--- config.mk ---
export PLATFORM = sky130hd
export DESIGN_NAME = alu_req_arbiter
export DESIGN_NICKNAME = d
export VERILOG_FILES = /design/src/rtl/alu_req_arbiter.sv
export SDC_FILE = /design/constraint.sdc
export NUM_CORES = 1
export LEC_CHECK = 0
export CAP_MARGIN = 20
export CORE_ASPECT_RATIO = 1.4
export CORE_MARGIN = 5
export CORE_UTILIZATION = 40
export CTS_CLUSTER_DIAMETER = 100
export DETAILED_ROUTE_END_ITERATION = 8
export GPL_TIMING_DRIVEN = 0
export PLACE_DENSITY = 0.7
export SLEW_MARGIN = 20
export SYNTH_ARGS = -nofsm -noshare
export SYNTH_HDL_FRONTEND = slang
export SYNTH_SLANG_ARGS = --single-unit
--- constraint.sdc ---
create_clock -name clk -period 2.8 [get_ports clk]
set_input_delay 0.56 -clock clk [delete_from_list [all_inputs] [get_ports clk]]
set_output_delay 0.56 -clock clk [all_outputs]
set_load 0.05 [all_outputs]
--- src/rtl/alu_req_arbiter.sv ---
// Two-requester round-robin front end for a single shared 4-bit ALU.
// Runs one operation at a time: accept, wait ALU_LAT cycles, hold the result until the requester takes it.
`timescale 1ns/1ps

module alu_req_arbiter #(
    parameter int unsigned ALU_LAT = 1
) (
    input  logic       clk,
    input  logic       rst,
    input  logic       req_valid_0,
    output logic       req_ready_0,
    input  logic [2:0] req_func_0,
    input  logic [3:0] req_a_0,
    input  logic [3:0] req_b_0,
    output logic       resp_valid_0,
    input  logic       resp_ready_0,
    output logic [7:0] resp_data_0,
    input  logic       req_valid_1,
    output logic       req_ready_1,
    input  logic [2:0] req_func_1,
    input  logic [3:0] req_a_1,
    input  logic [3:0] req_b_1,
    output logic       resp_valid_1,
    input  logic       resp_ready_1,
    output logic [7:0] resp_data_1,
    output logic [2:0] alu_func,
    output logic [3:0] alu_a,
    output logic [3:0] alu_b,
    input  logic [3:0] alu_result,
    input  logic       alu_cout,
    input  logic       alu_overflow,
    input  logic       alu_zero,
    output logic       busy,
    output logic [7:0] op_count
);

    localparam int unsigned CNT_W = 4;

    typedef enum logic [1:0] {
        IDLE = 2'd0,
        EXEC = 2'd1,
        RESP = 2'd2
    } state_t;

    state_t           state, state_nxt;
    logic             last_grant, last_grant_nxt;
    logic             grant_id, grant_id_nxt;
    logic [CNT_W-1:0] cnt, cnt_nxt;
    logic [2:0]       alu_func_nxt;
    logic [3:0]       alu_a_nxt, alu_b_nxt;
    logic             resp_valid_0_nxt, resp_valid_1_nxt;
    logic [7:0]       resp_data_0_nxt, resp_data_1_nxt;
    logic [7:0]       op_count_nxt;
    logic             grant_sel;
    logic [7:0]       captured;
    logic             resp_taken;

    // Next-state, combinational ready and register updates for the transaction FSM
    always_comb begin
        state_nxt        = state;
        last_grant_nxt   = last_grant;
        grant_id_nxt     = grant_id;
        cnt_nxt          = cnt;
        alu_func_nxt     = alu_func;
        alu_a_nxt        = alu_a;
        alu_b_nxt        = alu_b;
        resp_valid_0_nxt = resp_valid_0;
        resp_valid_1_nxt = resp_valid_1;
        resp_data_0_nxt  = resp_data_0;
        resp_data_1_nxt  = resp_data_1;
        op_count_nxt     = op_count;
        req_ready_0      = 1'b0;
        req_ready_1      = 1'b0;
        // On a tie the requester that did not win last time is chosen
        grant_sel        = (req_valid_0 && req_valid_1) ? ~last_grant : req_valid_1;
        captured         = {1'b0, alu_zero, alu_overflow, alu_cout, alu_result};
        resp_taken       = grant_id ? resp_ready_1 : resp_ready_0;

        case (state)
            IDLE: begin
                req_ready_0 = req_valid_0 && !grant_sel;
                req_ready_1 = req_valid_1 && grant_sel;
                if (req_valid_0 || req_valid_1) begin
                    alu_func_nxt   = grant_sel ? req_func_1 : req_func_0;
                    alu_a_nxt      = grant_sel ? req_a_1 : req_a_0;
                    alu_b_nxt      = grant_sel ? req_b_1 : req_b_0;
                    grant_id_nxt   = grant_sel;
                    last_grant_nxt = grant_sel;
                    cnt_nxt        = CNT_W'(ALU_LAT - 1);
                    state_nxt      = EXEC;
                end
            end
            EXEC: begin
                if (cnt != '0) begin
                    cnt_nxt = cnt - CNT_W'(1);
                end else begin
                    if (grant_id) begin
                        resp_valid_1_nxt = 1'b1;
                        resp_data_1_nxt  = captured;
                    end else begin
                        resp_valid_0_nxt = 1'b1;
                        resp_data_0_nxt  = captured;
                    end
                    state_nxt = RESP;
                end
            end
            RESP: begin
                if (resp_taken) begin
                    resp_valid_0_nxt = 1'b0;
                    resp_valid_1_nxt = 1'b0;
                    op_count_nxt     = op_count + 8'd1;
                    state_nxt        = IDLE;
                end
            end
            default: state_nxt = IDLE;
        endcase
    end

    // State and datapath registers with synchronous active-low reset
    always_ff @(posedge clk) begin
        if (!rst) begin
            state        <= IDLE;
            last_grant   <= 1'b1;
            grant_id     <= 1'b0;
            cnt          <= '0;
            alu_func     <= '0;
            alu_a        <= '0;
            alu_b        <= '0;
            resp_valid_0 <= 1'b0;
            resp_valid_1 <= 1'b0;
            resp_data_0  <= '0;
            resp_data_1  <= '0;
            op_count     <= '0;
        end else begin
            state        <= state_nxt;
            last_grant   <= last_grant_nxt;
            grant_id     <= grant_id_nxt;
            cnt          <= cnt_nxt;
            alu_func     <= alu_func_nxt;
            alu_a        <= alu_a_nxt;
            alu_b        <= alu_b_nxt;
            resp_valid_0 <= resp_valid_0_nxt;
            resp_valid_1 <= resp_valid_1_nxt;
            resp_data_0  <= resp_data_0_nxt;
            resp_data_1  <= resp_data_1_nxt;
            op_count     <= op_count_nxt;
        end
    end

    // Busy follows the registered state only
    assign busy = (state != IDLE);

endmodule
==> metrics.md, run 1 <==
| Metric | Value |
|---|---|
| Synth-to-Final Area Change | `47.69%` |
| Root Buffer | `clkbuf_8` |
| EDFF count, synth | `0` |
| Drt initial violations | `108` |
| Sw Ratio | `0.3144` |
| Switching power total | `0.5531 mW` |
| Final setup violation count | `0` |
| Int Power | `1.206 mW` |
| Largest net degree at the start of global routing | `15` |
| WHS | `459.2 ps` |
| Outcome | `completed` |
| Crit-path cells | `clkdlybuf4s50_1 -> a21boi_4 -> buf_6 -> nand2_1 -> inv_1 -> clkdlybuf4s15_2` |
| Achievable Freq | `376.7 MHz` |
| DP Area | `0.002785 sq mm` |
| H-tree Lvls | `2` |
| IO Count | `75` |
| WP buf/inv | `4` |
| Comb power frac | `0.281` |
| Synth Cell Area | `0.001981 sq mm` |
| Hold Fails Final Rpt | `0` |
| Placed insts | `352` |
| Setup Buffers After CTS | `0` |
| Initial antenna violation count | `0` |
| Die ar. | `0.006479 sq mm` |
| Setup_tns | `0 ps` |
| R2r worst-path depth | `6` |
| Synth area leader | `dfxtp_1` |
| Placer congestion estimate | `0.7395` |
| Finished Cell Area | `0.002925 sq mm` |
| Nets | `332` |
| R2R Path Start | `cnt[0]` |
| Yosys warns | `0` |
| GRT overflow | `0` |
| Hold Crit Class | `reg2reg` |
| Row Count | `30` |
| Hold-critical path depth | `2` |
| Reg2Reg Setup Slack | `1140 ps` |
| Vias in the first global route | `1770` |
| Non-filler cells, final | `360` |
| # clock sinks | `43` |
| Die span in x | `69.47 microns` |
| Worst Hold End | `resp_data_0[3]` |
| Post-CTS Hold Buffers | `0` |
| Max Root-Sink Buffers | `2` |
| Mapped Avg Cell Area | `9.212 sq um` |
| DPL Wire Length | `3.701 mm` |
| Final clock skew | `5.237 ps` |
| Core box area | `0.004842 sq mm` |
| Pre-antenna DRT Iters | `4` |
| FFs w/ async S/R, synth | `0` |
| Largest cells by area after synthesis | `dfxtp_1 43%, mux2i_1 15%, nand2_1 5.5%` |
| RSZ-0062 raised after global routing | `false` |
| CP required | `2240 ps` |
| Routed WL per cell | `13.75 microns` |
| Largest delay share family, worst path | `buffers and inverters` |
| Worst-skew pair later-pin latency | `290 ps` |
| Post-Route Utilization | `0.6041` |
| Largest fanout on the critical path | `10` |
| Via count | `1816` |
| VDD IR-drop max | `0.3549 mV` |
| CP endpoint kind | `output pin` |
| CTS tree | `done` |
| Initial Util | `0.4090` |
| Crit path kind | `in2out` |
| Final wirelength | `4.950 mm` |
| Max transition margin | `0.6481` |
| Post-synthesis sequential area ratio | `0.4346` |
| Final Cycle Share | `0.9480` |
| Clk slew on worst S/H paths | `90 ps` |
| CTS buffer count | `5` |
| Residual DRC | `0` |
| CP max-delay cell | `clkdlybuf4s50_1` |
| Hold_sp | `resp_data_0[3]` |
| Leak | `1.109 nW` |
| CP max stage delay | `520 ps` |
| Slew Viols, Final | `0` |
| Minimum clock period | `2654 ps` |
| Predominant post-synthesis flop cell | `dfxtp_1` |
| Antenna-violating nets left | `0` |
| Worst reg2reg path endpoint | `cnt[3]` |
| Share of the synthesized area in the top cell type | `0.4346` |
| PwrDens | `601.4 mW/mm^2` |
| Reg power frac | `0.392` |
| Library cells used by synthesis | `37` |
| Post-Synthesis Cells | `215` |
| Worst-margin pin slew | `526.2 ps` |
| GRT Overall Usage | `0.1554` |
| Global-route wire length before repair | `8.169 mm` |
| Crit path launch type | `input pin` |
| Vias per inst | `5.044` |
| Port buffer count | `72` |
| Clock power share | `0.326` |
| Die height | `93.26 microns` |
| Fillers | `430` |
| Max-cap violations | `0` |
| CP arrival | `2090 ps` |
| Antenna Cells | `0` |
| Share of cells above drive strength 1 | `0.09459` |
| Register bit total from synthesis | `43` |
## power groups by stage
stage | registers [mW] | logic, mW | clock network, mW
finish | 0.690 | 0.495 | 0.574
CTS | 0.690 | 0.500 | 0.592
floorplan | 0.835 | 0.188 | 0
detailed placement | 0.704 | 0.499 | 0
global route | 0.697 | 0.530 | 0.614
global placement | 0.702 | 0.498 | 0
## timing repair
item	4_1_cts	5_1_grt
pin swaps	0	0
gates resized for setup	4	3
cloned	0	0
endpoints found under the setup margin	2	2
## cell families (layout without fill, tap and decap cells)
| kind of cell | count (synthesis) | in the layout | share of synthesized area |
|---|---|---|---|
| compound gates | 48 | 48 | 0.1541 |
| fa+ha+maj | 2 | 2 | 0.01263 |
| buf+inv | 23 | 103 | 0.06254 |
| flops | 43 | 43 | 0.4346 |
| mux | 31 | 31 | 0.1573 |
| other cells | 1 | 2 | 0.001893 |
| simple gates | 67 | 67 | 0.1769 |
## metrics by stage
stage | total power, mW | setup WS, ps
final | 1.759 | 145.6
after global routing | 1.841 | 44.03
after CTS | 1.781 | 21.01
after detailed placement | 1.203 | -357.7
after global placement | 1.200 | -372.4
after floorplan | 1.023 | 578.6
## flip-flops by register name, indices dropped and copies added, names as in the netlist
name / cells
cnt: 4
alu_b: 4
alu_func: 3
state: 2
resp_valid_1: 1
resp_valid_0: 1
last_grant: 1
grant_id: 1
resp_data_1: 7
resp_data_0: 7
op_count: 8
alu_a: 4
## how the worst max path moves through the flow
stage / start / endpoint / slack, ps / depth (start not counted)
final: req_valid_1 / req_ready_1 / 150 / 6
after global routing: req_valid_1 / req_ready_1 / 40 / 6
after CTS: req_valid_0 / req_ready_0 / 20 / 4
after detailed placement: req_valid_1 / req_ready_1 / -360 / 6
after global placement: req_valid_1 / req_ready_1 / -370 / 6
after floorplan: req_valid_0 / req_ready_0 / 580 / 2
## synthesized netlist by cell type (2+ instances only)
| library cell | n |
|---|---|
| dfxtp_1 | 43 |
| mux2i_1 | 30 |
| nand2_1 | 29 |
| a21oi_1 | 21 |
| a211oi_1 | 11 |
| inv_1 | 7 |
| nand3_1 | 7 |
| o21ai_0 | 7 |
| buf_2 | 6 |
| nor2_1 | 6 |
| clkbuf_1 | 5 |
| nand2b_1 | 5 |
| or3_1 | 4 |
| or4_1 | 4 |
| buf_6 | 3 |
| buf_4 | 2 |
| ha_1 | 2 |
| nor4_1 | 2 |
| o221ai_1 | 2 |
| o31ai_1 | 2 |
## cell usage in the layout (no fill, tap or decap), types with 2 or more instances in the layout
master / instances
clkdlybuf4s50_1: 70
dfxtp_1: 43
mux2i_1: 30
nand2_1: 29
a21oi_1: 21
a211oi_1: 11
inv_1: 7
o21ai_0: 7
nand3_1: 7
nor2_1: 6
buf_2: 6
clkbuf_1: 5
nand2b_1: 5
clkbuf_8: 5
or3_1: 4
or4_1: 4
buf_6: 3
nor4_1: 2
o31ai_1: 2
o221ai_1: 2
ha_1: 2
buf_4: 2
conb_1: 2
bufinv_16: 2
## routing by layer
| layer | global-route usage | vias up | wire length [microns] |
|---|---|---|---|
| li1 | - | 924 | - |
| met1 | 0.1703 | 803 | 1965 |
| met2 | 0.2723 | 78 | 2439 |
| met3 | 0.05054 | 11 | 423 |
| met4 | 0.06840 | 0 | 121 |
| met5 | 0 | - | 0 |
## worst min-delay path, stage by stage, from the launching register on
cell,delay [ps]
dfxtp_1,310
nand2_1,50
mux2i_1,50
## layout make-up
class	instances	area, sq um	area share
buffer	16	97.59	0.03336
clock buffer	5	68.82	0.02352
clock inverter	3	67.56	0.02310
inverter	7	26.28	0.008982
multi-input combinational	150	1007	0.3443
sequential	43	860.8	0.2943
tap	64	80.08	0.02737
timing repair buffer	72	716.9	0.2451
No activity file was read; power rests on OpenSTA's default activity.
==> run 2: changes to the inputs <==
--- a/config.mk
+++ b/config.mk
@@ -8,11 +8,12 @@
 export CAP_MARGIN = 20
 export CORE_ASPECT_RATIO = 1.4
 export CORE_MARGIN = 5
-export CORE_UTILIZATION = 40
+export CORE_UTILIZATION = 47
 export CTS_CLUSTER_DIAMETER = 100
 export DETAILED_ROUTE_END_ITERATION = 8
 export GPL_TIMING_DRIVEN = 0
-export PLACE_DENSITY = 0.7
+export MAX_ROUTING_LAYER = met4
+export PLACE_DENSITY = 0.81
 export SLEW_MARGIN = 20
 export SYNTH_ARGS = -nofsm -noshare
 export SYNTH_HDL_FRONTEND = slang
==> run 2 against run 1 <==
- final area fell by 2.4%
- worst setup slack got worse by 79 ps
- register-to-register slack got worse by 60 ps
- sequential share of layout area rose by 0.72 points
- non-clock buffer count did not move
- core utilization rose by 8.1 points
- largest cell class unchanged
- largest power group unchanged
==> metrics.md, run 2 (synthesis results as in run 1) <==
| Metric | Value |
|---|---|
| Final setup violation count | `0 (unchanged)` |
| Minimum clock period | `2734 ps (was 2654 ps)` |
| Routed WL per cell | `14.41 microns (was 13.75 microns)` |
| Hold Fails Final Rpt | `0 (unchanged)` |
| Achievable Freq | `365.8 MHz (was 376.7 MHz)` |
| Drt initial violations | `88 (was 108)` |
| Outcome | `completed (unchanged)` |
| Finished Cell Area | `0.002855 sq mm (was 0.002925 sq mm)` |
| Row Count | `28 (was 30)` |
| Largest reg by FF count | `op_count (unchanged)` |
| Antenna-violating nets left | `0 (unchanged)` |
| Leak | `1.080 nW (was 1.109 nW)` |
| Final Cycle Share | `0.9763 (was 0.9480)` |
| Non-filler cells, final | `341 (was 360)` |
| DP Area | `0.002761 sq mm (was 0.002785 sq mm)` |
| Worst reg2reg path endpoint | `cnt[3] (unchanged)` |
| Post-Route Utilization | `0.6849 (was 0.6041)` |
| Nets | `332 (unchanged)` |
| RSZ-0062 raised after global routing | `true (was false)` |
| Vias in the first global route | `1789 (was 1770)` |
| CP required | `2240 ps (about the same)` |
| GRT Overall Usage | `0.1901 (was 0.1554)` |
| Slew Viols, Final | `0 (unchanged)` |
| Vias per inst | `5.422 (was 5.044)` |
| Fillers | `365 (was 430)` |
| CP max-delay cell | `clkdlybuf4s50_1 (unchanged)` |
| Residual DRC | `0 (unchanged)` |
| Worst setup path start | `req_valid_0 (was req_valid_1)` |
| Root Buffer | `clkbuf_8 (unchanged)` |
| CP max stage delay | `530 ps (was 520 ps)` |
| R2R Path Start | `cnt[0] (unchanged)` |
| Reg2Reg Setup Slack | `1080 ps (was 1140 ps)` |
| Global-route wire length before repair | `8.107 mm (was 8.169 mm)` |
| Pre-antenna DRT Iters | `4 (unchanged)` |
| Worst-margin pin slew | `526.9 ps (was 526.2 ps)` |
| Placer congestion estimate | `0.7874 (was 0.7395)` |
| Hold_sp | `resp_data_1[5] (was resp_data_0[3])` |
| Largest register FFs | `8 (unchanged)` |
| Worst Hold End | `resp_data_1[5] (was resp_data_0[3])` |
| R2r worst-path depth | `6 (unchanged)` |
| Initial antenna violation count | `0 (unchanged)` |
| Largest fanout on the critical path | `4 (was 10)` |
| CTS tree | `done (unchanged)` |
| PwrDens | `557.5 mW/mm^2 (was 601.4 mW/mm^2)` |
| Via count | `1849 (was 1816)` |
| Power after layout | `1.592 mW (was 1.759 mW)` |
| Commonest non-fill, non-tap cells in the layout | `70 x clkdlybuf4s50_1, 43 x dfxtp_1, 30 x mux2i_1 (unchanged)` |
| CTS buffer count | `5 (unchanged)` |
| Commonest non-fill, non-tap cell in the layout | `clkdlybuf4s50_1 (unchanged)` |
| Die ar. | `0.005631 sq mm (was 0.006479 sq mm)` |
| GRT overflow | `0 (unchanged)` |
| IO Count | `75 (unchanged)` |
| Clk slew on worst S/H paths | `90 ps (about the same)` |
| Regs by FF count | `op_count: 8 flops, resp_data_0: 7 flops, resp_data_1: 7 flops (unchanged)` |
| Placed insts | `333 (was 352)` |
| Crit path kind | `in2out (unchanged)` |
| Worst-skew pair later-pin latency | `300 ps (was 290 ps)` |
| Largest net degree at the start of global routing | `16 (was 15)` |
| Crit path launch type | `input pin (unchanged)` |
| Die height | `86.81 microns (was 93.26 microns)` |
| Hold-critical path depth | `2 (unchanged)` |
| DPL Wire Length | `3.752 mm (was 3.701 mm)` |
| Hold Crit Class | `reg2reg (unchanged)` |
| Port buffer count | `72 (unchanged)` |
| # clock sinks | `43 (unchanged)` |
| Max Root-Sink Buffers | `2 (unchanged)` |
| Max transition margin | `0.6476 (was 0.6481)` |
| CP arrival | `2170 ps (was 2090 ps)` |
| Final wirelength | `4.914 mm (was 4.950 mm)` |
| Synth-to-Final Area Change | `44.16% (was 47.69%)` |
| Core box area | `0.004169 sq mm (was 0.004842 sq mm)` |
| Antenna Cells | `0 (unchanged)` |
| Share of cells above drive strength 1 | `0.09122 (was 0.09459)` |
| Max-cap violations | `0 (unchanged)` |
| Final clock skew | `5.953 ps (was 5.237 ps)` |
| Crit-path cells | `clkdlybuf4s50_1 -> or3b_2 -> nor2_1 -> clkdlybuf4s15_1 (was clkdlybuf4s50_1 -> a21boi_4 -> buf_6 -> nand2_1 -> inv_1 -> clkdlybuf4s15_2)` |
| VDD IR-drop max | `0.4186 mV (was 0.3549 mV)` |
| H-tree Lvls | `2 (unchanged)` |
| Die span in x | `64.87 microns (was 69.47 microns)` |
| CP endpoint kind | `output pin (unchanged)` |
| Initial Util | `0.4751 (was 0.4090)` |
run 2: worst max-delay path by stage:
| stage | slack (ps) | to |
|---|---|---|
| after floorplan | 580 | req_ready_0 |
| after global placement | -360 | req_ready_1 |
| after detailed placement | -350 | req_ready_1 |
| after CTS | 30 | req_ready_0 |
| after global routing | -10 | req_ready_1 |
| final | 70 | req_ready_0 |
run 2: power by group:
group	leakage [nW]	internal, mW	total, mW	switching (mW)
clock	0.0408	0.178	0.408	0.229
sequential	0.351	0.658	0.689	0.0318
combinational	0.688	0.193	0.495	0.302
run 2: area by class of cell:
type	count	area, sq um	area share
Inverter	7	26.28	0.009202
Timing Repair Buffer	72	721.9	0.2528
Clock inverter	3	23.77	0.008326
Sequential cell	43	860.8	0.3015
Clock buffer	5	68.82	0.02410
Multi-Input combinational cell	150	999.7	0.3501
Buffer	16	97.59	0.03418
Tap cell	45	56.30	0.01972
run 2: repair_timing:
item / in CTS / in global routing
resized for setup: 4 / 1
setup endpoints to repair: 2 / 2
setup buffers: 0 / 0
hold buffers: 0 / 0
run 2: critical path, delay by kind of cell:
family	cells	cell delay [ps]
buf+inv	2	1030
simple gates	2	580
run 2: per-layer routing:
| metal | GRT usage | wire [microns] |
|---|---|---|
| met4 | 0.06923 | 77 |
| met5 | - | 0 |
| met1 | 0.1921 | 1903 |
| met2 | 0.3361 | 2547 |
| met3 | 0.06485 | 386 |
run 2: through the flow:
stage / setup TNS, ps / hold WS (ps) / worst slack, ps
final: 0 / 461.0 / 66.44
after global routing: -12.81 / 491.7 / -12.81
after CTS: 0 / 461.6 / 33.59
after detailed placement: -592.8 / 448.7 / -346.2
after global placement: -593.4 / 442.7 / -358.7
after floorplan: 0 / 457.6 / 578.6
==> run 3: changes to the inputs <==
--- a/config.mk
+++ b/config.mk
@@ -5,15 +5,16 @@
 export SDC_FILE = /design/constraint.sdc
 export NUM_CORES = 1
 export LEC_CHECK = 0
+export ABC_AREA = 1
 export CAP_MARGIN = 20
 export CORE_ASPECT_RATIO = 1.4
 export CORE_MARGIN = 5
-export CORE_UTILIZATION = 47
+export CORE_UTILIZATION = 46
 export CTS_CLUSTER_DIAMETER = 100
 export DETAILED_ROUTE_END_ITERATION = 8
 export GPL_TIMING_DRIVEN = 0
 export MAX_ROUTING_LAYER = met4
-export PLACE_DENSITY = 0.81
+export PLACE_DENSITY = 0.8
 export SLEW_MARGIN = 20
 export SYNTH_ARGS = -nofsm -noshare
 export SYNTH_HDL_FRONTEND = slang
==> run 3 against run 2 <==
- first-iteration DRC count decreased by 20%
- total power increased by 37%
- clock skew increased by 0.81 ps
- count of clock-buffer cells in the layout unchanged
- synthesized area decreased by 4.7%
- sequential share of layout area increased by 1.1 points
- sequential cell count unchanged
- worst setup slack improved by 140 ps
- core utilization increased by 1.2 points
- critical path depth increased by 2
==> metrics.md, run 3 <==
| Metric | Value |
|---|---|
| CP required | `2240 ps (about the same)` |
| Post-synthesis sequential area ratio | `0.4562 (was 0.4346)` |
| Power after layout | `2.174 mW (was 1.592 mW)` |
| Reg2Reg Setup Slack | `1440 ps (was 1080 ps)` |
| Minimum clock period | `2596 ps (was 2734 ps)` |
| Die span in x | `64.13 microns (was 64.87 microns)` |
| Largest net degree at the start of global routing | `16 (unchanged)` |
| Crit path kind | `in2out (unchanged)` |
| Synth Cell Area | `0.001887 sq mm (was 0.001981 sq mm)` |
| GRT Overall Usage | `0.1792 (was 0.1901)` |
| Share of cells above drive strength 1 | `0.1287 (was 0.09122)` |
| IO Count | `75 (unchanged)` |
| Routing usage on met2 | `0.3065 (was 0.3361)` |
| Nets | `370 (was 332)` |
| Largest fanout on the critical path | `13 (was 4)` |
| Final Cycle Share | `0.9272 (was 0.9763)` |
| Post-Synthesis Cells | `254 (was 215)` |
| Library cells used by synthesis | `23 (was 37)` |
| Hold Fails Final Rpt | `0 (unchanged)` |
| R2R Path Start | `cnt[0] (unchanged)` |
| Max-cap violations | `0 (unchanged)` |
| Die height | `85.78 microns (was 86.81 microns)` |
| Commonest non-fill, non-tap cells in the layout | `70 x clkdlybuf4s50_1, 49 x nor2_1, 43 x dfxtp_1 (was 70 x clkdlybuf4s50_1, 43 x dfxtp_1, 30 x mux2i_1)` |
| Share of the synthesized area in the top cell type | `0.4562 (was 0.4346)` |
| Commonest non-fill, non-tap cell in the layout | `clkdlybuf4s50_1 (unchanged)` |
| Via count | `1829 (was 1849)` |
| CTS tree | `done (unchanged)` |
| Drt initial violations | `70 (was 88)` |
| Register bit total from synthesis | `43 (unchanged)` |
| Worst-margin pin slew | `522.0 ps (was 526.9 ps)` |
| Top cells by count, synth | `49 x nor2_1, 43 x dfxtp_1, 41 x nand2_1, 37 x o21ai_0, 17 x inv_1 (was 43 x dfxtp_1, 30 x mux2i_1, 29 x nand2_1, 21 x a21oi_1, 11 x a211oi_1)` |
| Largest cells by area after synthesis | `dfxtp_1 46%, o21ai_0 9.8%, nor2_1 9.7% (was dfxtp_1 43%, mux2i_1 15%, nand2_1 5.5%)` |
| Count leader, synth | `nor2_1 (was dfxtp_1)` |
| CTS buffer count | `5 (unchanged)` |
| Outcome | `completed (unchanged)` |
| Final WS setup | `203.9 ps (was 66.44 ps)` |
| Achievable Freq | `385.2 MHz (was 365.8 MHz)` |
| Vias per inst | `4.851 (was 5.422)` |
| Initial antenna violation count | `0 (unchanged)` |
| Setup_tns | `0 ps (unchanged)` |
| Largest register FFs | `8 (unchanged)` |
| Placer congestion estimate | `0.7865 (was 0.7874)` |
| PwrDens | `789.4 mW/mm^2 (was 557.5 mW/mm^2)` |
| Setup Slack @ Placement | `-405.5 ps (was -346.2 ps)` |
| Final clock skew | `6.762 ps (was 5.953 ps)` |
| Final setup violation count | `0 (unchanged)` |
| # clock sinks | `43 (unchanged)` |
| Post-Route Utilization | `0.6967 (was 0.6849)` |
| Yosys warns | `0 (unchanged)` |
| Pre-antenna DRT Iters | `4 (unchanged)` |
| GRT met3 Usage | `0.07077 (was 0.06485)` |
| Mapped Avg Cell Area | `7.428 sq um (was 9.212 sq um)` |
| Synth area leader | `dfxtp_1 (unchanged)` |
| Crit path launch type | `input pin (unchanged)` |
| CP endpoint kind | `output pin (unchanged)` |
| Max Root-Sink Buffers | `2 (unchanged)` |
| CP max-delay cell | `dlygate4sd2_1 (was clkdlybuf4s50_1)` |
| VDD IR-drop max | `0.6134 mV (was 0.4186 mV)` |
| GR Util met1 | `0.1818 (was 0.1921)` |
| Core box area | `0.003953 sq mm (was 0.004169 sq mm)` |
| Synth-to-Final Area Change | `45.95% (was 44.16%)` |
| Global-route wire length before repair | `7.755 mm (was 8.107 mm)` |
| CP dominant cell by count | `nand2_1` |
| Predominant post-synthesis flop cell | `dfxtp_1 (unchanged)` |
| Row Count | `27 (was 28)` |
| Antenna Cells | `0 (unchanged)` |
| CP arrival | `2040 ps (was 2170 ps)` |
| Regs by FF count | `op_count: 8 flops, resp_data_0: 7 flops, resp_data_1: 7 flops (unchanged)` |
| Port buffer count | `72 (unchanged)` |
| Root Buffer | `clkbuf_8 (unchanged)` |
| GRT overflow | `0 (unchanged)` |
| Initial Util | `0.4774 (was 0.4751)` |
| H-tree Lvls | `2 (unchanged)` |
| EDFF count, synth | `0 (unchanged)` |
| GR peak layer | `met2 (unchanged)` |
| Hold Crit Class | `reg2reg (unchanged)` |
| Worst Hold End | `alu_a[3] (was resp_data_1[5])` |
| Final wirelength | `4.419 mm (was 4.914 mm)` |
| FFs w/ async S/R, synth | `0 (unchanged)` |
| Residual DRC | `0 (unchanged)` |
| Max transition margin | `0.6509 (was 0.6476)` |
| Largest reg by FF count | `op_count (unchanged)` |
| CP max stage delay | `550 ps (was 530 ps)` |
| R2r worst-path depth | `8 (was 6)` |
| Leak | `1.091 nW (was 1.080 nW)` |
| RSZ-0062 raised after global routing | `false (was true)` |
| DPL Wire Length | `3.465 mm (was 3.752 mm)` |
| Worst reg2reg path endpoint | `cnt[0] (was cnt[3])` |
| Slew Viols, Final | `0 (unchanged)` |
| Worst-skew pair later-pin latency | `300 ps (about the same)` |
| Vias in the first global route | `1843 (was 1789)` |
| Crit-path cells | `clkdlybuf4s50_1 -> nand2_1 -> nand2_1 -> inv_1 -> nor2_1 -> dlygate4sd2_1 (was clkdlybuf4s50_1 -> or3b_2 -> nor2_1 -> clkdlybuf4s15_1)` |
| Die ar. | `0.005501 sq mm (was 0.005631 sq mm)` |
| Hold-critical path depth | `2 (unchanged)` |
| Antenna-violating nets left | `0 (unchanged)` |
| Hold_sp | `alu_a[3] (was resp_data_1[5])` |
| Routed WL per cell | `11.72 microns (was 14.41 microns)` |
| Clk slew on worst S/H paths | `90 ps (about the same)` |
[run 3: critical path, delay by kind of cell]
kind / cells / cell delay (ps)
buffers and inverters: 3 / 1210
AND/OR/NAND/NOR: 3 / 260
[run 3: area by class of cell]
cell class / instances / area, sq um
tap: 43 / 53.80
sequential: 43 / 860.8
clock inverter: 3 / 23.77
inverter: 24 / 100.1
fill: 345 / 1199
clock buffer: 5 / 68.82
multi-input combinational: 180 / 887.1
buffer: 7 / 38.79
timing repair buffer: 72 / 720.7
[run 3: worst max path at each step]
stage / startpoint / end / slack (ps) / depth (start not counted)
finish: req_valid_0 / req_ready_0 / 200 / 6
global route: req_valid_0 / req_ready_0 / 80 / 6
floorplan: req_valid_0 / req_ready_0 / 690 / 5
global placement: req_valid_0 / req_ready_1 / -380 / 8
detailed placement: req_valid_0 / req_ready_1 / -410 / 8
CTS: req_valid_0 / req_ready_1 / 20 / 8
[run 3: cell families after synthesis]
group | after synthesis | share of synthesized area
xor+xnor | 2 | 0.009286
simple gates | 123 | 0.3084
fa+ha+maj | 2 | 0.01326
buf+inv | 32 | 0.07559
other cells | 1 | 0.001987
flops | 43 | 0.4562
compound gates | 51 | 0.1353
[run 3: timing repair]
item,4_1_cts,5_1_grt
hold buffers,0,0
setup buffers,0,0
gates resized for setup,4,0
setup endpoints to repair,2,2
[run 3: where the power goes]
group	internal (mW)	switching (mW)
sequential	0.725	0.0746
combinational	0.332	0.633
clock	0.178	0.231
[run 3: through the flow]
step	area, sq um	hold slack, ps	instances
after floorplan	1891	428.7	255
after global placement	2665	436.0	370
after detailed placement	2665	446.4	370
after CTS	2758	464.3	378
after global routing	2754	494.0	377
final	2754	460.9	377
[run 3: routing by layer]
layer,part of all wire,vias to the layer above
li1,-,958
met1,0.39,786
met2,0.48,75
met3,0.11,10
met4,0.022,0
met5,0,-
